$ cat config.mk
export PLATFORM = sky130hd
export DESIGN_NAME = serial_add_ctrl
export DESIGN_NICKNAME = d
export VERILOG_FILES = /design/src/rtl/serial_add_defs.sv /design/src/rtl/fa.sv /design/src/rtl/serial_add_ctrl.sv
export SDC_FILE = /design/constraint.sdc
export NUM_CORES = 1
export LEC_CHECK = 0
export CAP_MARGIN = 5
export CELL_PAD_IN_SITES_DETAIL_PLACEMENT = 0
export CELL_PAD_IN_SITES_GLOBAL_PLACEMENT = 1
export CORE_ASPECT_RATIO = 1.5
export CORE_MARGIN = 5
export CORE_UTILIZATION = 40
export CTS_CLUSTER_SIZE = 16
export DETAILED_ROUTE_END_ITERATION = 10
export PLACE_DENSITY = 0.87
export SLEW_MARGIN = 10
export SYNTH_ARGS = -nofsm -noshare
export SYNTH_HDL_FRONTEND = slang
export SYNTH_SLANG_ARGS = --single-unit
$ cat constraint.sdc
create_clock -name clk -period 3.66 [get_ports clk]
set_input_delay 0.549 -clock clk [delete_from_list [all_inputs] [get_ports clk]]
set_output_delay 0.549 -clock clk [all_outputs]
set_load 0.02 [all_outputs]
$ cat src/rtl/serial_add_defs.sv
// serial_add_defs
// Shared definitions for the bit-serial adder controller.
//   state_t       : controller FSM encoding (IDLE, RUN, DONE)
//   DEFAULT_WIDTH : default operand width in bits
package serial_add_defs;

  localparam int DEFAULT_WIDTH = 8;

  typedef enum logic [1:0] {
    IDLE = 2'd0,
    RUN  = 2'd1,
    DONE = 2'd2
  } state_t;

endpackage

$ cat src/rtl/fa.sv
// fa
// Single-bit full adder. This is the one bit-slice that the serial
// controller reuses for every bit position.
// Ports:
//   x, y : addend bits
//   ci   : carry in
//   s    : sum bit
//   co   : carry out
module fa (
  output logic co,
  output logic s,
  input  logic ci,
  input  logic x,
  input  logic y
);

  assign s  = x ^ y ^ ci;
  assign co = (x & y) | (ci & (x ^ y));

endmodule

$ cat src/rtl/serial_add_ctrl.sv
// serial_add_ctrl
// Bit-serial adder. It routes two WIDTH-bit operands through one shared
// full adder, LSB first, and registers the carry between bit positions.
// Optional build macro: SERIAL_ADD_OVF_EN adds the signed-overflow output ovf.
// Ports:
//   clk, rst_n          : clock, asynchronous active-low reset
//   in_valid / in_ready : operand handshake (x, y, ci captured on accept)
//   x, y, ci            : addends and carry-in for bit 0
//   out_valid/out_ready : result handshake
//   s, co               : sum and carry-out of the MSB
//   ovf                 : signed overflow (only when SERIAL_ADD_OVF_EN is defined)
module serial_add_ctrl
  import serial_add_defs::*;
#(
  parameter int WIDTH = DEFAULT_WIDTH
) (
  input  logic             clk,
  input  logic             rst_n,
  input  logic             in_valid,
  output logic             in_ready,
  input  logic [WIDTH-1:0] x,
  input  logic [WIDTH-1:0] y,
  input  logic             ci,
  output logic             out_valid,
  input  logic             out_ready,
  output logic [WIDTH-1:0] s,
  output logic             co
`ifdef SERIAL_ADD_OVF_EN
  ,
  output logic             ovf
`endif
);

  localparam int CNT_W = (WIDTH > 1) ? $clog2(WIDTH) : 1;

  state_t           state;
  state_t           next_state;
  logic [CNT_W-1:0] cnt;
  logic [WIDTH-1:0] x_sr;
  logic [WIDTH-1:0] y_sr;
  logic [WIDTH-1:0] s_reg;
  logic             carry;
  logic             co_reg;
  logic             fa_s;
  logic             fa_co;
  logic             accept;
  logic             last_bit;

  fa u_fa (
    .co (fa_co),
    .s  (fa_s),
    .ci (carry),
    .x  (x_sr[0]),
    .y  (y_sr[0])
  );

  assign accept   = in_ready & in_valid;
  assign last_bit = (cnt == CNT_W'(WIDTH - 1));
  assign s        = s_reg;
  assign co       = co_reg;

  // State register.
  always_ff @(posedge clk or negedge rst_n) begin
    if (!rst_n) begin
      state <= IDLE;
    end else begin
      state <= next_state;
    end
  end

  // Next-state logic and handshake outputs. in_ready is purely a decode of
  // IDLE, so operands offered in RUN or DONE are never taken.
  always_comb begin
    next_state = state;
    in_ready   = 1'b0;
    out_valid  = 1'b0;
    case (state)
      IDLE: begin
        in_ready = 1'b1;
        if (in_valid) next_state = RUN;
      end
      RUN: begin
        if (last_bit) next_state = DONE;
      end
      DONE: begin
        out_valid = 1'b1;
        if (out_ready) next_state = IDLE;
      end
      default: next_state = IDLE;
    endcase
  end

  // Serial datapath. Each RUN cycle consumes the operand LSBs and shifts the
  // new sum bit in at the MSB. After WIDTH cycles, the first sum bit has
  // reached bit 0. The MSB assignment overrides the shift for that one bit.
  // The result registers are left alone outside RUN, so s and co stay stable
  // through DONE and after the result handshake.
  always_ff @(posedge clk or negedge rst_n) begin
    if (!rst_n) begin
      cnt    <= '0;
      x_sr   <= '0;
      y_sr   <= '0;
      s_reg  <= '0;
      carry  <= 1'b0;
      co_reg <= 1'b0;
    end else if (accept) begin
      x_sr  <= x;
      y_sr  <= y;
      carry <= ci;
      cnt   <= '0;
    end else if (state == RUN) begin
      x_sr            <= x_sr >> 1;
      y_sr            <= y_sr >> 1;
      s_reg           <= s_reg >> 1;
      s_reg[WIDTH-1]  <= fa_s;
      carry           <= fa_co;
      cnt             <= cnt + CNT_W'(1);
      if (last_bit) co_reg <= fa_co;
    end
  end

`ifdef SERIAL_ADD_OVF_EN
  logic ovf_reg;

  // Signed overflow happens when the carry into the MSB differs from the
  // carry out of it. Both carries exist only during the last RUN cycle.
  always_ff @(posedge clk or negedge rst_n) begin
    if (!rst_n) begin
      ovf_reg <= 1'b0;
    end else if (state == RUN && last_bit) begin
      ovf_reg <= carry ^ fa_co;
    end
  end

  assign ovf = ovf_reg;
`endif

endmodule

==> run_results.csv, run 1 <==
group,metric,value,unit
timing,hold_viol,0,
clock_tree,cts_inserted_buffers,5,
route,drt-initial-drc-count,25,
timing,clock_skew,0.01061,ns
floorplanning,dieArea,4723,sq um
yosys,synth_top_area_share,56.57,%
timing,fin_crit_sh,62.75,%
yosys,synth-seq-cells,31,
clock_tree,cts.clk_slew.worst_paths,0.07,ns
setup_path,r2r_cells,3,
timing,clock.fmax,435.4,MHz
clock_tree,tritoncts,"built",
clock_tree,clk_latency,0.28,ns
cells_and_area,stdcell_area,1770,sq um
setup_path,crit_path_start_kind,"flip-flop",
timing,max_slew_margin,47.97,%
setup_path,path_max_fanout,16,
place,postPlaceCellArea,1687,sq um
timing,maxSlewViolCount,0,
global_route,antenna_found_initial,0,
yosys,ys_types,24,
yosys,synthCells,134,
global_route,gr-usage-all-layers,14.09,%
route,num_vias,1112,
global_route,grt_overflow_total,0,
setup_path,crit_type,"flip-flop to primary output",
yosys,syn_nets,158,
cells_and_area,syn_to_final_growth,29.11,%
pwr,power.leakage,0.7557,nW
global_route,grt_pass1_wl,5119,microns
min_path,min_to,"s[0]",
clock_tree,cts.repair.resized,0,
timing,tns,0,ns
outcome,status,"completed",
timing,fin_crit,2.297,ns
floorplanning,core,3351,sq um
floorplanning,initial_core_util,40.93,%
yosys,netlist_top_cells_area,"dfrtp_1, o22ai_1, nand2_1",
yosys,synth_ff_type,"dfrtp_1",
clock_tree,htree_levels,2,
min_path,min_path_type,"flip-flop to flip-flop",
route,wl,3012,microns
place,place_congestion,0.7806,
clock_tree,cts.path.max_buffers,2,
setup_path,worstPathArrival,1.75,ns
pwr,power_density,855.1,nW/um^2
timing,setup_viol_count_final,0,
min_path,min_from,"s[0]",
yosys,synth_edf_count,0,
clock_tree,cts_root_buffer,"clkbuf_8",
clock_tree,cts_num_sinks,31,
global_route,grt_start_max_net_pins,32,
cells_and_area,num-fill-cells,329,
floorplanning,die_w,57.81,microns
setup_path,cpMaxStageDelayCell,"clkdlybuf4s50_1",
min_path,min_path_cells,2,
floorplanning,io_pins,32,
cells_and_area,final_core_util,52.84,%
setup_path,crit_chain,"inv_2 -> nor2_1 -> clkdlybuf4s50_1",
yosys,synth_area_per_cell,10.23,sq um
setup_path,worst_r2r_endpoint,"co",
place,numPortBuffers,31,
setup_path,cp.required,3.11,ns
route,dr.pass1.iters,4,
yosys,ys_warn_count,0,
cells_and_area,drive_above_1_share,8.485,%
route,drc,0,
place,dp_hpwl,2188,microns
yosys,yosysTopAreaCell,"dfrtp_1",
setup_path,reg2reg_from,"state[0]",
setup_path,max_stage_delay,0.61,ns
floorplanning,num_rows,26,
route,wire_per_inst,14.55,microns
setup_path,reg2reg_slack,1.75,ns
cells_and_area,layout.nets,188,
job,cap_violations,0,
pwr,peakVddDrop,0.0003749,V
yosys,synth-async-reset-ratio,100.0,%
cells_and_area,diodes,0,
global_route,grt_pass1_vias,1146,
timing,rsz0062_at_grt,"no",
clock_tree,postCtsSetupBuffers,0,
floorplanning,die_h,81.71,microns
timing,tightest_slew,0.7789,ns
route,viasPerCell,5.372,
setup_path,crit_path_end_kind,"primary output",
yosys,ys_seq_area_share,56.57,%
cells_and_area,multi_input_area,533.0,sq um
cells_and_area,seq_area,775.7,sq um
yosys,netlist_area,1371,sq um
clock_tree,cts_hold_buffers,0,
yosys,synth_commonest_cells,"dfrtp_1, nand2_1, o22ai_1, a21oi_1",
yosys,synth.most_common_cell,"dfrtp_1",
route,drt.antenna.violating_nets,0,
worst max-delay path: cells and delay by family, from the launching register on:
family	cells	cell delay, ns
and+or+nand+nor	1	0.12
buffers and inverters	2	0.81
DFF	1	0.53
worst max path at each step:
stage | start | end | slack, ns | cells past startpoint
floorplan | state[1] | out_valid | 2.13 | 3
global placement | in_valid | x_sr[5] | 1.49 | 4
detailed placement | in_valid | x_sr[5] | 1.40 | 4
CTS | state[1] | out_valid | 1.37 | 3
global route | state[1] | out_valid | 1.28 | 3
finish | state[1] | out_valid | 1.36 | 3
report_power, final:
group / total, W / internal (W) / leakage, nW / switching [W]
logic: 0.000629 / 0.000295 / 0.337 / 0.000334
clock network: 0.000250 / 0.000130 / 0.0477 / 0.000121
registers: 0.000635 / 0.000504 / 0.371 / 0.000131
total: 0.00151 / 0.000929 / 0.756 / 0.000585
cells in the final DEF, fill, tap and decap left out, drive strengths merged, types with 2 or more instances in the layout:
master,count
a21oi,13
a22o,2
a2bb2oi,2
clkbuf,5
clkdlybuf4s50,31
clkinv,3
dfrtp,31
ha,2
inv,2
nand2,27
nand2b,3
nand3b,2
nor2,5
nor2b,2
o21ai,5
o221a,2
o22ai,24
per-stage QoR:
stage               hold slack, ns  cells  worst slack, ns  power (W)
CTS                         0.4862    207            1.368   0.001533
detailed placement          0.4694    199            1.405   0.001278
finish                      0.4774    207            1.363   0.001514
global placement            0.4584    199            1.485   0.001238
global route                0.5065    207            1.278   0.001643
floorplan                   0.2534    134            2.127   0.001065
kinds of logic after synthesis:
group / share of synthesized area, %
AOI/OAI and AO/OA: 22.26
adders and majority gates: 3.284
buffers and inverters: 4.561
DFF: 56.57
muxes: 0.8211
and+or+nand+nor: 12.50
final cells by class:
type | instances | share of cell area, %
Inverter | 2 | 0.4240
Tap cell | 42 | 2.968
Clock inverter | 3 | 0.8481
Clock buffer | 5 | 3.887
Sequential cell | 31 | 43.82
Timing Repair Buffer | 32 | 17.95
Multi-Input combinational cell | 92 | 30.11
routing by layer:
metal / vias up / GRT usage [%] / part of all wire [%]
li1: 542 / - / -
met1: 526 / 16.17 / 41
met2: 39 / 25.00 / 52
met3: 5 / 3.302 / 5.8
met4: 0 / 5.568 / 1.5
met5: - / 0 / 0
Note: power is estimated with default switching activity, not from simulation.
==> run 2: changes to the inputs <==
--- a/config.mk
+++ b/config.mk
@@ -10,10 +10,10 @@
 export CELL_PAD_IN_SITES_GLOBAL_PLACEMENT = 1
 export CORE_ASPECT_RATIO = 1.5
 export CORE_MARGIN = 5
-export CORE_UTILIZATION = 40
+export CORE_UTILIZATION = 37
 export CTS_CLUSTER_SIZE = 16
 export DETAILED_ROUTE_END_ITERATION = 10
-export PLACE_DENSITY = 0.87
+export PLACE_DENSITY = 0.82
 export SLEW_MARGIN = 10
 export SYNTH_ARGS = -nofsm -noshare
 export SYNTH_HDL_FRONTEND = slang
==> constraint.sdc (replaced) <==
create_clock -name clk -period 2.2 [get_ports clk]
set_input_delay 0.33 -clock clk [delete_from_list [all_inputs] [get_ports clk]]
set_output_delay 0.33 -clock clk [all_outputs]
set_load 0.02 [all_outputs]
==> run 2 against run 1 <==
Against the previous run: worst setup slack lost 1.2 ns; final area is 1.8% higher; sequential share of layout area decreased by 0.79 points.
==> run_results.csv, run 2 (synthesis results as in run 1) <==
group,metric,value,unit
outcome,status,"completed",
clock_tree,tritoncts,"built",
route,dr.pass1.iters,4,
floorplanning,die_w,59.71,microns
min_path,min_path_type,"input pin to asynchronous set/reset pin",
setup_path,r2r_cells,4,
route,drt-initial-drc-count,38,
pwr,power_density,1439,nW/um^2
floorplanning,io_pins,32,
setup_path,timing.critical_path.from,"state[1]",
floorplanning,dieArea,5049,sq um
clock_tree,htree_levels,2,
setup_path,crit_type,"flip-flop to primary output",
place,place_congestion,0.8050,
floorplanning,initial_core_util,37.94,%
timing,rsz0062_at_grt,"no",
clock_tree,cts_inserted_buffers,5,
setup_path,reg2reg_from,"state[0]",
timing,fin_hold_ws,0.4399,ns
place,postPlaceCellArea,1703,sq um
place,placed_cells,202,
job,cap_violations,0,
timing,hold_viol,0,
route,wl,3056,microns
timing,fin_crit,2.005,ns
global_route,grt_overflow_total,0,
cells_and_area,diodes,0,
clock_tree,cts.repair.resized,0,
timing,max_slew_margin,71.00,%
timing,clock_skew,0.003281,ns
cells_and_area,seq_area,775.7,sq um
floorplanning,die_h,84.56,microns
setup_path,cp.required,1.87,ns
cells_and_area,final_cell_mix,"dfrtp_1, clkdlybuf4s50_1, nand2_1",
cells_and_area,drive_above_1_share,8.982,%
cells_and_area,syn_to_final_growth,31.48,%
global_route,grt_pass1_wl,5092,microns
timing,fin_crit_sh,91.12,%
route,drc,0,
clock_tree,clk_latency,0.28,ns
clock_tree,cts.clk_slew.worst_paths,0.06,ns
global_route,gr-usage-all-layers,13.45,%
floorplanning,num_rows,27,
pwr,peakVddDrop,0.0008598,V
route,viasPerCell,5.390,
setup_path,path_max_fanout,16,
setup_path,worst_r2r_endpoint,"co",
timing,clock.fmax,498.9,MHz
route,num_vias,1132,
setup_path,crit_path_start_kind,"flip-flop",
global_route,grt_start_max_net_pins,32,
clock_tree,cts_hold_buffers,0,
setup_path,reg2reg_slack,0.74,ns
place,dp_hpwl,2153,microns
timing,tns,0,ns
cells_and_area,stdcell_area,1803,sq um
clock_tree,cts.path.max_buffers,2,
place,numPortBuffers,31,
setup_path,crit_path_end_kind,"primary output",
pwr,power.leakage,0.7688,nW
global_route,grt_pass1_vias,1145,
cells_and_area,layoutNonFillerInstCount,210,
floorplanning,core,3615,sq um
setup_path,worstPathArrival,1.67,ns
timing,maxSlewViolCount,0,
route,wire_per_inst,14.55,microns
cells_and_area,num-fill-cells,341,
timing,tightest_slew,0.4350,ns
clock_tree,cts_root_buffer,"clkbuf_8",
timing,setup_viol_count_final,0,
route,drt.antenna.violating_nets,0,
global_route,antenna_found_initial,0,
setup_path,cp-endpoint,"out_valid",
cells_and_area,multi_input_area,533.0,sq um
cells_and_area,layout.nets,190,
clock_tree,cts_num_sinks,31,
clock_tree,postCtsSetupBuffers,0,
[run 2: changes by cell type in the layout (fill, tap and decap cells not counted)]
cell	change
clkinv_2	-3
buf_4	+2
clkbuf_8	+2
clkbuf_1	+1
[run 2: stage by stage]
step                util, %  setup WS (ns)  power (W)
detailed placement    47.11         0.4775   0.002135
CTS                   49.88         0.1701   0.002635
global route          49.88        0.04294   0.002805
floorplan                 -         0.8857   0.001771
finish                49.88         0.1954   0.002595
global placement      47.11         0.5196   0.002079
[run 2: metal layers]
metal | vias up | GRT usage, % | share of wire [%]
li1 | 547 | - | -
met1 | 542 | 15.00 | 41
met2 | 39 | 21.26 | 50
met3 | 4 | 5.385 | 7.3
met4 | 0 | 7.258 | 1.8
met5 | - | 0 | 0
[run 2: layout make-up]
type                       count  share of cell area (%)
sequential                    31                   43.03
multi-input combinational     92                   29.56
timing repair buffer          34                   18.46
clock buffer                   8                   5.552
tap                           43                   2.984
inverter                       2                  0.4164
[run 2: worst min-delay path by stage]
stage	to	slack (ns)	depth (start not counted)
final	y_sr[7]	0.44	2
after global routing	x_sr[4]	0.47	2
after CTS	y_sr[7]	0.45	2
after detailed placement	cnt[0]	0.47	1
after global placement	s[0]	0.46	2
after floorplan	carry	0.03	0
[run 2: worst max-delay path: stages, from the launching register on]
cell	delay, ns
dfrtp_1	0.49
inv_2	0.18
nor2_1	0.12
clkdlybuf4s50_1	0.61
[run 2: power by group]
part	total (W)	leakage, nW	switching, W	internal, W
registers	0.00105	0.371	0.000209	0.000839
logic	0.00107	0.347	0.000562	0.000505
clock network	0.000480	0.0515	0.000195	0.000285
total	0.00260	0.769	0.000966	0.00163
